### src/rtl/fofb_trn_rx_req_decoder.sv
// fofb_trn_rx_req_decoder: TRN RX target engine turning single-DW MWr/MRd TLPs into write strobes and completion requests.
// Optional BAR filter compiled in with `define TRN_RX_BAR_FILTER_EN.
module fofb_trn_rx_req_decoder #(
    parameter int ADDR_W  = 10,
    parameter int BAR_SEL = 0
) (
    input  logic              trn_clk,
    input  logic              trn_reset_n,
    input  logic [63:0]       trn_rd,
    input  logic [7:0]        trn_rrem_n,
    input  logic              trn_rsof_n,
    input  logic              trn_reof_n,
    input  logic              trn_rsrc_rdy_n,
    input  logic              trn_rsrc_dsc_n,
    output logic              trn_rdst_rdy_n,
    input  logic [6:0]        trn_rbar_hit_n,
    output logic              wr_en_o,
    output logic [ADDR_W-1:0] wr_addr_o,
    output logic [31:0]       wr_data_o,
    output logic [3:0]        wr_be_o,
    output logic              req_compl_o,
    input  logic              compl_done_i,
    output logic [2:0]        req_tc_o,
    output logic              req_td_o,
    output logic              req_ep_o,
    output logic [1:0]        req_attr_o,
    output logic [9:0]        req_len_o,
    output logic [15:0]       req_rid_o,
    output logic [7:0]        req_tag_o,
    output logic [7:0]        req_be_o,
    output logic [ADDR_W-1:0] req_addr_o,
    output logic [15:0]       drop_cnt_o
);
    typedef enum logic [2:0] {
        IDLE, MWR32_DW2, MWR64_DW3, MWR64_DATA, MRD32_DW2, MRD64_DW3, WAIT_CPL, DISCARD
    } state_t;

    state_t state, state_n, hdr_state;
    logic acc, sof, eof, dsc, bar_miss, hdr_bad, is_rd;
    logic wr_cap, rd_cap, hdr_cap, addr_cap, compl_clr;
    logic [1:0] drop;
    logic [16:0] drop_sum;
    logic [3:0] fbe_q;
    logic [ADDR_W-1:0] addr_q;
    logic [31:0] wd;
    logic unused;

    assign acc = ~trn_rsrc_rdy_n & ~trn_rdst_rdy_n;
    assign sof = acc & ~trn_rsof_n;
    assign eof = acc & ~trn_reof_n;
    assign dsc = ~trn_rsrc_dsc_n;
    assign is_rd = state == MRD32_DW2 || state == MRD64_DW3;
    assign unused = ^{trn_rrem_n, trn_rbar_hit_n, trn_rd};

`ifdef TRN_RX_BAR_FILTER_EN
    assign bar_miss = trn_rbar_hit_n[BAR_SEL];
`else
    localparam int unused_bar_sel = BAR_SEL;
    assign bar_miss = 1'b0;
`endif

    // A header beat that is also EOF can never be a valid single-DW request.
    assign hdr_bad = eof || bar_miss || trn_rd[60:56] != 5'd0 || trn_rd[41:32] != 10'd1
                     || (trn_rd[62] && trn_rd[46]);
    assign hdr_state = hdr_bad ? (eof ? IDLE : DISCARD)
                     : trn_rd[62] ? (trn_rd[61] ? MWR64_DW3 : MWR32_DW2)
                     : (trn_rd[61] ? MRD64_DW3 : MRD32_DW2);

    always_comb begin
        state_n   = state;
        drop      = 2'd0;
        wr_cap    = 1'b0;
        rd_cap    = 1'b0;
        hdr_cap   = 1'b0;
        addr_cap  = 1'b0;
        compl_clr = 1'b0;
        case (state)
            IDLE: if (sof) begin
                state_n = hdr_state;
                drop    = {1'b0, hdr_bad};
                hdr_cap = 1'b1;
            end
            WAIT_CPL: if (compl_done_i) begin
                state_n   = IDLE;
                compl_clr = 1'b1;
            end
            default: if (dsc) begin
                state_n = IDLE;
                drop    = {1'b0, state != DISCARD};
            end else if (sof) begin
                // Unexpected SOF: abort the current TLP, then decode the new header.
                state_n = hdr_state;
                hdr_cap = 1'b1;
                drop    = {1'b0, state != DISCARD} + {1'b0, hdr_bad};
            end else if (acc) begin
                if (state == DISCARD) begin
                    state_n = eof ? IDLE : DISCARD;
                end else if (state == MWR64_DW3) begin
                    state_n  = eof ? IDLE : MWR64_DATA;
                    addr_cap = ~eof;
                    drop     = {1'b0, eof};
                end else begin
                    state_n = eof ? (is_rd ? WAIT_CPL : IDLE) : DISCARD;
                    wr_cap  = eof & ~is_rd;
                    rd_cap  = eof & is_rd;
                    drop    = {1'b0, ~eof};
                end
            end
        endcase
    end

    assign drop_sum = {1'b0, drop_cnt_o} + {15'd0, drop};
    assign wd = state == MWR32_DW2 ? trn_rd[31:0] : trn_rd[63:32];

    always_ff @(posedge trn_clk) begin
        if (!trn_reset_n) begin
            state          <= IDLE;
            trn_rdst_rdy_n <= 1'b1;
            wr_en_o        <= 1'b0;
            wr_addr_o      <= '0;
            wr_data_o      <= '0;
            wr_be_o        <= '0;
            req_compl_o    <= 1'b0;
            req_tc_o       <= '0;
            req_td_o       <= 1'b0;
            req_ep_o       <= 1'b0;
            req_attr_o     <= '0;
            req_len_o      <= '0;
            req_rid_o      <= '0;
            req_tag_o      <= '0;
            req_be_o       <= '0;
            req_addr_o     <= '0;
            drop_cnt_o     <= '0;
            fbe_q          <= '0;
            addr_q         <= '0;
        end else begin
            state          <= state_n;
            trn_rdst_rdy_n <= state_n == WAIT_CPL;
            wr_en_o        <= wr_cap && fbe_q != 4'd0;
            req_compl_o    <= rd_cap | (req_compl_o & ~compl_clr);
            drop_cnt_o     <= drop_sum[16] ? 16'hFFFF : drop_sum[15:0];
            if (hdr_cap) begin
                fbe_q <= trn_rd[3:0];
                if (!trn_rd[62]) begin
                    req_tc_o   <= trn_rd[54:52];
                    req_td_o   <= trn_rd[47];
                    req_ep_o   <= trn_rd[46];
                    req_attr_o <= trn_rd[45:44];
                    req_len_o  <= trn_rd[41:32];
                    req_rid_o  <= trn_rd[31:16];
                    req_tag_o  <= trn_rd[15:8];
                    req_be_o   <= trn_rd[7:0];
                end
            end
            if (addr_cap)
                addr_q <= trn_rd[ADDR_W+1:2];
            if (wr_cap) begin
                wr_addr_o <= state == MWR32_DW2 ? trn_rd[ADDR_W+33:34] : addr_q;
                wr_data_o <= {wd[7:0], wd[15:8], wd[23:16], wd[31:24]};
                wr_be_o   <= fbe_q;
            end
            if (rd_cap)
                req_addr_o <= state == MRD32_DW2 ? trn_rd[ADDR_W+33:34] : trn_rd[ADDR_W+1:2];
        end
    end
endmodule

### config.mk
export PLATFORM = sky130hd
export DESIGN_NAME = fofb_trn_rx_req_decoder
export DESIGN_NICKNAME = d
export VERILOG_FILES = /design/src/rtl/fofb_trn_rx_req_decoder.sv
export SDC_FILE = /design/constraint.sdc
export NUM_CORES = 1
export LEC_CHECK = 0
export ABC_AREA = 1
export BUFFER_PORTS_ARGS = -buffer_cell sky130_fd_sc_hd__buf_2
export CAP_MARGIN = 20
export CORE_ASPECT_RATIO = 1.5
export CORE_MARGIN = 5
export CORE_UTILIZATION = 38
export DETAILED_ROUTE_END_ITERATION = 8
export GPL_ROUTABILITY_DRIVEN = 0
export PLACE_DENSITY = 0.69
export SKIP_CTS_REPAIR_TIMING = 1
export SLEW_MARGIN = 20
export SYNTH_ARGS = -nofsm -noshare
export SYNTH_HDL_FRONTEND = slang
export SYNTH_SLANG_ARGS = --single-unit
### constraint.sdc
create_clock -name trn_clk -period 3.6 [get_ports trn_clk]
set_clock_uncertainty 0.05 [all_clocks]
set_input_delay 0.36 -clock trn_clk [delete_from_list [all_inputs] [get_ports trn_clk]]
set_output_delay 0.36 -clock trn_clk [all_outputs]
set_load 0.01 [all_outputs]
# Yosys cells after proc, flatten, opt, wreduce, memory -nomap -nowiden
# Cells that the tools add are included.
# totals
out_inout_bits	124
ff_bits	141
# op_classes
add_sub_neg	2
n_eq_ne	9
n_bitwise	15
n_reduce_logical	11
n_mux	50
# op_table
operator	count
$mux 3	12
$mux 32	1
$mux 1	27
$mux 10	2
$add 16x2->17	1
$mux 16	1
$eq 3x3->1 const B	5
$ne 10x1->1 const B	1
$mux 2	4
$not 1->1	8
$and 1x1->1	6
$pmux 3 s2	1
$reduce_bool 5->1	1
$logic_or 1x1->1	4
$pmux 2 s2	1
$reduce_bool 4->1	1
$eq 3x1->1 const B	1
$eq 3x2->1 const B	1
$logic_not 3->1	1
$ne 3x3->1 const B	1
$add 1x1->2	1
$logic_and 1x1->1	2
$pmux 1 s2	1
$reduce_and 2->1	1
other kinds (2)	2

# Logic depth before layout (Yosys ltp)
# Gate-level depths: netlist (run 1).
# depth
word_depth	12
mapped_depth	20

# Worst setup path after synthesis (run 1)
# Ideal clock, no wire load.
# synth_timing
kind	flip-flop to flip-flop
startpoint	reg trn_rdst_rdy_n
endpoint	reg drop_cnt_o[14]
required_ns	3.493
arrival_ns	2.937
setup_time_ns	0.057
stages_incl_launch_ff	19
synth_period_minus_slack_ns	3.044
path_slack_ns	0.556
path_cell_list	dfxtp_1 -> nor2_4 -> nand2_2 -> inv_1 -> nor2_1 -> nand3_1 -> ha_1 -> a32oi_1 -> o21ai_0 -> ha_1 -> inv_1 -> fa_1 -> nor2_2 -> nand3_1 -> nor2_2 -> nand4_1 -> o21ai_0 -> o21ai_1 -> inv_1
# synth_via
elab_chain_len	12
# synth_lines
item	line_no	source
from (decl)	15	output logic trn_rdst_rdy_n,
from (signal assigned)	118	trn_rdst_rdy_n <= 1'b1;
from (signal assigned)	138	trn_rdst_rdy_n <= state_n == WAIT_CPL;
$not 1->1 *	48	assign acc = ~trn_rsrc_rdy_n & ~trn_rdst_rdy_n;
$and 1x1->1 *	48	
$and 1x1->1	50	assign eof = acc & ~trn_reof_n;
$not 1->1 or $logic_or 1x1->1 (tied branches)	106, 63	
$mux 1 or $logic_or 1x1->1 (tied branches)	98, 63	
$mux 1 or $logic_or 1x1->1 (tied branches)	96, 64	
$mux 1 or $add 1x1->2 (tied branches)	95, 94	
$mux 2	90	end else if (sof) begin
$mux 2	87	default: if (dsc) begin
$pmux 2 s2 *	77	case (state)
$add 16x2->17 *	112	assign drop_sum = {1'b0, drop_cnt_o} + {15'd0, drop};
$mux 16 *	141	drop_cnt_o <= drop_sum[16] ? 16'hFFFF : drop_sum[15:0];
to (signal assigned)	141	
to (decl)	32	output logic [15:0] drop_cnt_o
# Mark *: on every way between the ends. The rest lies on a longest branch, timed or not.
# A chain may end at the register's enable or synchronous reset.

# Worst setup path after layout (run 1)
# layout_timing
startpoint	reg state[0]
endpoint	reg drop_cnt_o[12]
# layout_via
elab_chain_len	9
# layout_lines
item	line_no	source
from (decl)	38	state_t state, state_n, hdr_state;
from (signal assigned)	137	state <= state_n;
$eq 3x2->1	98	end else if (state == MWR64_DW3) begin
$mux 1	98	
$mux 1	96	if (state == DISCARD) begin
$mux 1	95	end else if (acc) begin
$mux 2	90	
$mux 2	87	
$pmux 2 s2 *	77	
$add 16x2->17 *	112	
$mux 16 *	141	
# Marked as above.

==> results_dict.tcl, run 1 <==
set metrics [dict create \
    status "finished, final reports clean" \
    rsz0062_at_grt "no" \
    min_to "req_rid_o[3]$_SDFFE_PN0P_" \
    die_h_um 165 \
    synth_xor_area_frac 0.0101 \
    start_util 0.388 \
    grt-ovfl-total 0 \
    r2r_start "state[0]$_SDFF_PN0_" \
    die_w_um 113 \
    leakagePower_nw 3.76 \
    end_kind "flop" \
    critPathKind "reg -> reg" \
    vias 5872 \
    synthAdderAreaFrac 0.0136 \
    drt_first_pass_iters 4 \
    drc 0 \
    cts.sinks 141 \
    synth-seq-cells 141 \
    yosys_warnings 0 \
    worstReg2RegEnd "drop_cnt_o[12]$_SDFF_PN0_" \
    postSynthAreaPerCell_um2 7.50 \
    crit_path_max_fanout 5 \
    synth_compound_area_frac 0.183 \
    grt_pass1_wl_mm 29.2 \
    r2r_cells 16 \
    drt_first_iter_violations 369 \
    seq_area_frac_synth 0.463 \
    async_reset_ff_frac 0 \
    synth_top_cell_area_share 0.463 \
    met1Wirelength_mm 7.52 \
    synth_nets 904 \
    placed_cells 1177 \
    reg2reg_setup_slack_ns 0.38 \
    fin_tns_setup_ns 0 \
    synthFlopType "dfxtp_1" \
    cts_htree_levels 4 \
    whs_path_depth 3 \
    pin_count 210 \
    postRouteAntennaNets 0 \
    wirelength_mm 18.3 \
    cp_data_required_time_ns 3.82 \
    dieArea_um2 18700 \
    core_um2 15700 \
    vias_per_cell 4.86 \
    port_buffers 194 \
    top_layer "met4" \
    synth_area_leaders "dfxtp_1 46%, nor2_1 12%, o21ai_0 12%" \
    grt_max_degree 70 \
    root_buffer "clkbuf_16" \
    grt_use_total 0.196 \
    drv_slew 0 \
    tightest_slew_ns 0.884 \
    hold_class "in -> reg" \
    yosys.area.top_type "dfxtp_1" \
    fmax_mhz 310 \
    std_cell_rows 56 \
    drive_gt1_frac 0.280 \
    cts_buffers 17 \
    fin_cells 1209 \
    synth_edf_count 0 \
    synth-simple-area-share 0.216 \
    slew_headroom 0.409 \
    cts_tree "done" \
    setup_viol 0 \
    area_delta_synth_final_pct 28.4 \
    wl_met3_mm 1.09 \
    cp-start-kind "flop" \
    arrival_ns 3.45 \
    nets 1085 \
    antenna_cells 0 \
    netlist_area_um2 6090 \
    synth_top_family_by_area "simple AND/OR/NAND/NOR gates" \
    ir_drop_mv 0.210 \
    worstHoldStart "trn_rd[19]" \
    antenna_found_initial 0 \
    hold_viol 0 \
    min_period_ns 3.22 \
    route.met2.wl_mm 9.28 \
    post_drt_wl_per_cell_um 15.1 \
    cts.clk_slew.worst_paths_ns 0.07 \
    synthCells 812 \
    finalCritPeriodShare 0.896 \
    clk_latency_ns 0.41 \
    grt_pass1_vias 5719 \
    cts_buffer_depth 2 \
    ys_types 37 \
    power_density_nw_per_um2 492 \
    hpwl_mm 13.0 \
    drv_cap 0 \
    synth_mux_area_frac 0.0388 \
]
==> final cells by class <==
class                      count  area, um^2
inverter                      65         244
clock buffer                  18         439
tap                          203         254
sequential                   141        2820
fill                        1606        7880
clock inverter                14         183
timing repair buffer         206        1060
multi-input combinational    562        2810
==> worst max-delay path: stages (launching register included) <==
cell and delay (ns):
dfxtp_1 0.49, inv_2 0.10, nor3_1 0.32, inv_1 0.11
ha_1 0.29, a32oi_1 0.09, o21ai_0 0.17, ha_1 0.19
inv_1 0.05, fa_1 0.41, nor2_2 0.14, nand3_1 0.11
nor2_2 0.13, buf_4 0.14, nand3_1 0.08, nor3_1 0.15
a211oi_1 0.06
==> per-stage QoR <==
stage / hold WS (ns) / power [mW] / instance area, um^2 / util / setup WS (ns)
floorplan: 0.405 / 1.89 / 6090 / - / 0.556
global placement: 0.407 / 2.03 / 7190 / 0.458 / 0.273
detailed placement: 0.420 / 2.03 / 7190 / 0.458 / 0.218
CTS: 0.111 / 3.89 / 7820 / 0.498 / 0.402
global route: 0.120 / 4.02 / 7820 / 0.498 / 0.0842
finish: 0.125 / 3.84 / 7820 / 0.498 / 0.376
==> per-layer routing <==
| metal | up-vias | global-route usage |
|---|---|---|
| li1 | 3023 | - |
| met1 | 2648 | 0.231 |
| met2 | 179 | 0.341 |
| met3 | 22 | 0.0474 |
| met4 | 0 | 0.0787 |
| met5 | - | 0 |
==> synthesized netlist by cell type, types with 3 or more instances <==
| master | number |
|---|---|
| nor2_1 | 200 |
| dfxtp_1 | 141 |
| o21ai_0 | 140 |
| nand2_1 | 67 |
| inv_1 | 58 |
| a21oi_1 | 44 |
| clkbuf_1 | 21 |
| mux2_2 | 21 |
| buf_2 | 16 |
| o21ai_1 | 13 |
| nand3_1 | 12 |
| a211oi_1 | 11 |
| nand4_1 | 9 |
| nor3_1 | 9 |
| inv_2 | 6 |
| nand2_2 | 6 |
| buf_4 | 5 |
| ha_1 | 5 |
| xor2_1 | 4 |
| nor2_4 | 3 |
| xnor2_1 | 3 |
==> power breakdown <==
part / internal [mW] / total, mW / switching [mW]
combinational: 0.137 / 0.361 / 0.225
clock: 1.12 / 1.85 / 0.722
sequential: 1.61 / 1.64 / 0.0290
total: 2.87 / 3.84 / 0.976
==> sequential cells by signal, indices dropped and copies added (netlist names), 8 cells and up <==
signal      count
addr_q         10
drop_cnt_o     16
req_addr_o     10
req_len_o      10
req_be_o        8
wr_data_o      32
wr_addr_o      10
req_tag_o       8
req_rid_o      16
==> kinds of logic after synthesis <==
group	count (synthesis)
buffers and inverters	109
AND/OR/NAND/NOR	314
XOR/XNOR	7
adder cells (fa/ha/maj)	6
flip-flops	141
AO/OA/AOI/OAI	214
multiplexers	21
==> cells in the final DEF (no fill, tap or decap), types with 2 or more instances in the layout <==
master and n:
o21ai_0 140, a211oi_1 11, clkinv_4 4, clkinvlp_4 2, inv_1 58, dfxtp_1 141, buf_4 13, xnor2_1 3
nor2_1 200, nand2_2 6, inv_2 6, a21oi_1 44, nand3_1 12, nor3_1 9, clkbuf_16 17, nor2_4 3
nor2_2 2, nand2_4 2, bufinv_16 3, mux2_2 21, buf_2 193, xor2_1 4, nand4_1 9, ha_1 5
nand2_1 66, o21ai_1 13, inv_6 3
==> how the worst max path moves through the flow <==
| stage | start | endpoint | slack (ns) | depth (start not counted) |
|---|---|---|---|---|
| finish | state[0]$_SDFF_PN0_ | drop_cnt_o[12]$_SDFF_PN0_ | 0.38 | 16 |
| global route | trn_rdst_rdy_n$_SDFF_PN1_ | drop_cnt_o[14]$_SDFF_PN0_ | 0.08 | 19 |
| CTS | trn_rdst_rdy_n$_SDFF_PN1_ | drop_cnt_o[12]$_SDFF_PN0_ | 0.40 | 18 |
| global placement | trn_rd[41] | drop_cnt_o[12]$_SDFF_PN0_ | 0.27 | 18 |
| floorplan | trn_rdst_rdy_n$_SDFF_PN1_ | drop_cnt_o[14]$_SDFF_PN0_ | 0.56 | 18 |
| detailed placement | trn_rd[41] | drop_cnt_o[12]$_SDFF_PN0_ | 0.22 | 18 |
Power figures use the tool's default switching activity.
==> run 2, diff against run 1 <==
PLACE_DENSITY = 0.72   (was 0.69)
==> results_dict.tcl, run 2 (same netlist as run 1, synthesis figures left out) <==
set metrics [dict create \
    cts_htree_levels 4 \
    final_common_cell "nor2_1" \
    grt_max_degree 65 \
    die_w_um 113 \
    hpwl_mm 12.8 \
    vias_per_cell 4.96 \
    std_cell_rows 56 \
    pin_count 210 \
    clk_latency_ns 0.41 \
    reg.largest.list "wr_data_o x32, drop_cnt_o x16, req_rid_o x16" \
    ir_drop_mv 0.269 \
    tightest_slew_ns 0.889 \
    hold_ws_ns 0.130 \
    die_h_um 165 \
    dieArea_um2 18700 \
    power_density_nw_per_um2 482 \
    top_register "wr_data_o" \
    multi_input_area_um2 2810 \
    arrival_ns 3.53 \
    drive_gt1_frac 0.279 \
    drc 0 \
    drt_first_iter_violations 322 \
    cts.sinks 141 \
    core_um2 15700 \
    drv_slew 0 \
    start_util 0.388 \
    largest_register_ffs 32 \
    seqCellArea_um2 2820 \
    postRouteAntennaNets 0 \
    slew_headroom 0.407 \
    grt-ovfl-total 0 \
    fin_tns_setup_ns 0 \
    nFillCells 1591 \
    antenna_found_initial 0 \
    setup_viol 0 \
    cts.clk_slew.worst_paths_ns 0.06 \
    area_delta_synth_final_pct 27.7 \
    hold_class "in -> reg" \
    cts_tree "done" \
    status "finished, final reports clean" \
    cp-start-kind "flop" \
    mostFrequentLayoutCells "200 x nor2_1, 193 x buf_2, 140 x dfxtp_1, 139 x o21ai_0, 66 x nand2_1" \
    root_buffer "clkbuf_16" \
    wirelength_mm 18.1 \
    nets 1083 \
    cts_buffers 17 \
    port_buffers 194 \
    finalCritPeriodShare 0.897 \
    drv_cap 0 \
    cp_data_required_time_ns 3.90 \
    post_drt_wl_per_cell_um 15.0 \
    grt_pass1_vias 5775 \
    rsz0062_at_grt "no" \
    min_period_ns 3.23 \
    critPathKind "reg -> reg" \
    antenna_cells 0 \
    fmax_mhz 310 \
    vias 5983 \
    crit_path_max_fanout 7 \
    drt_first_pass_iters 4 \
    hold_viol 0 \
    cts_buffer_depth 2 \
    grt_use_total 0.194 \
    grt_pass1_wl_mm 28.9 \
    end_kind "flop" \
    leakagePower_nw 3.73 \
]
## run 2: path summary, 6_finish.rpt
path	from	end	slack, ns	cells after the start
min reg2reg	req_compl_o$_SDFF_PN0_	req_compl_o$_SDFF_PN0_	0.43	2
min	trn_rd[53]	req_tc_o[1]$_SDFFE_PN0P_	0.13	3
max	state[1]$_SDFF_PN0_	drop_cnt_o[13]$_SDFF_PN0_	0.37	17
max reg2reg	state[1]$_SDFF_PN0_	drop_cnt_o[13]$_SDFF_PN0_	0.37	17
## run 2: power breakdown
part           switching [mW]  internal (mW)
Clock                   0.662           1.09
Sequential             0.0290           1.61
Combinational           0.223          0.136
## run 2: final cells by class
type / instances / area share
Multi-Input combinational cell: 562 / 0.362
Sequential cell: 141 / 0.363
Timing Repair Buffer: 204 / 0.135
Inverter: 65 / 0.0314
Tap cell: 203 / 0.0326
Clock inverter: 9 / 0.0141
Clock buffer: 23 / 0.0627
## run 2: per-layer routing
layer	wire [um]	track usage	vias up
met2	9050	0.341	188
met4	584	0.0902	0
met3	1250	0.0529	40
met5	0	0	-
met1	7180	0.218	2736
li1	-	-	3019
## run 2: worst max-delay path, cell delays in order, from the launching register on
cell	delay (ns)
dfxtp_1	0.42
inv_1	0.12
nor3_1	0.27
ha_1	0.20
nand2_1	0.05
o21ai_0	0.15
a32oi_1	0.07
o21ai_0	0.18
ha_1	0.20
inv_1	0.06
fa_1	0.41
nor2_2	0.14
nand3_1	0.12
nor2_2	0.13
nand4_1	0.28
nand3_1	0.20
nand2_1	0.06
inv_1	0.07
## run 2: per-stage QoR
step,worst slack (ns),util,power (mW),cell area [um^2],instances
finish,0.370,0.496,3.75,7780,1207
global route,0.0271,0.496,3.93,7780,1207
CTS,0.281,0.495,3.79,7780,1207
detailed placement,0.125,0.457,2.03,7180,1175
global placement,0.167,0.457,2.03,7180,1175
floorplan,0.556,-,1.89,6090,812
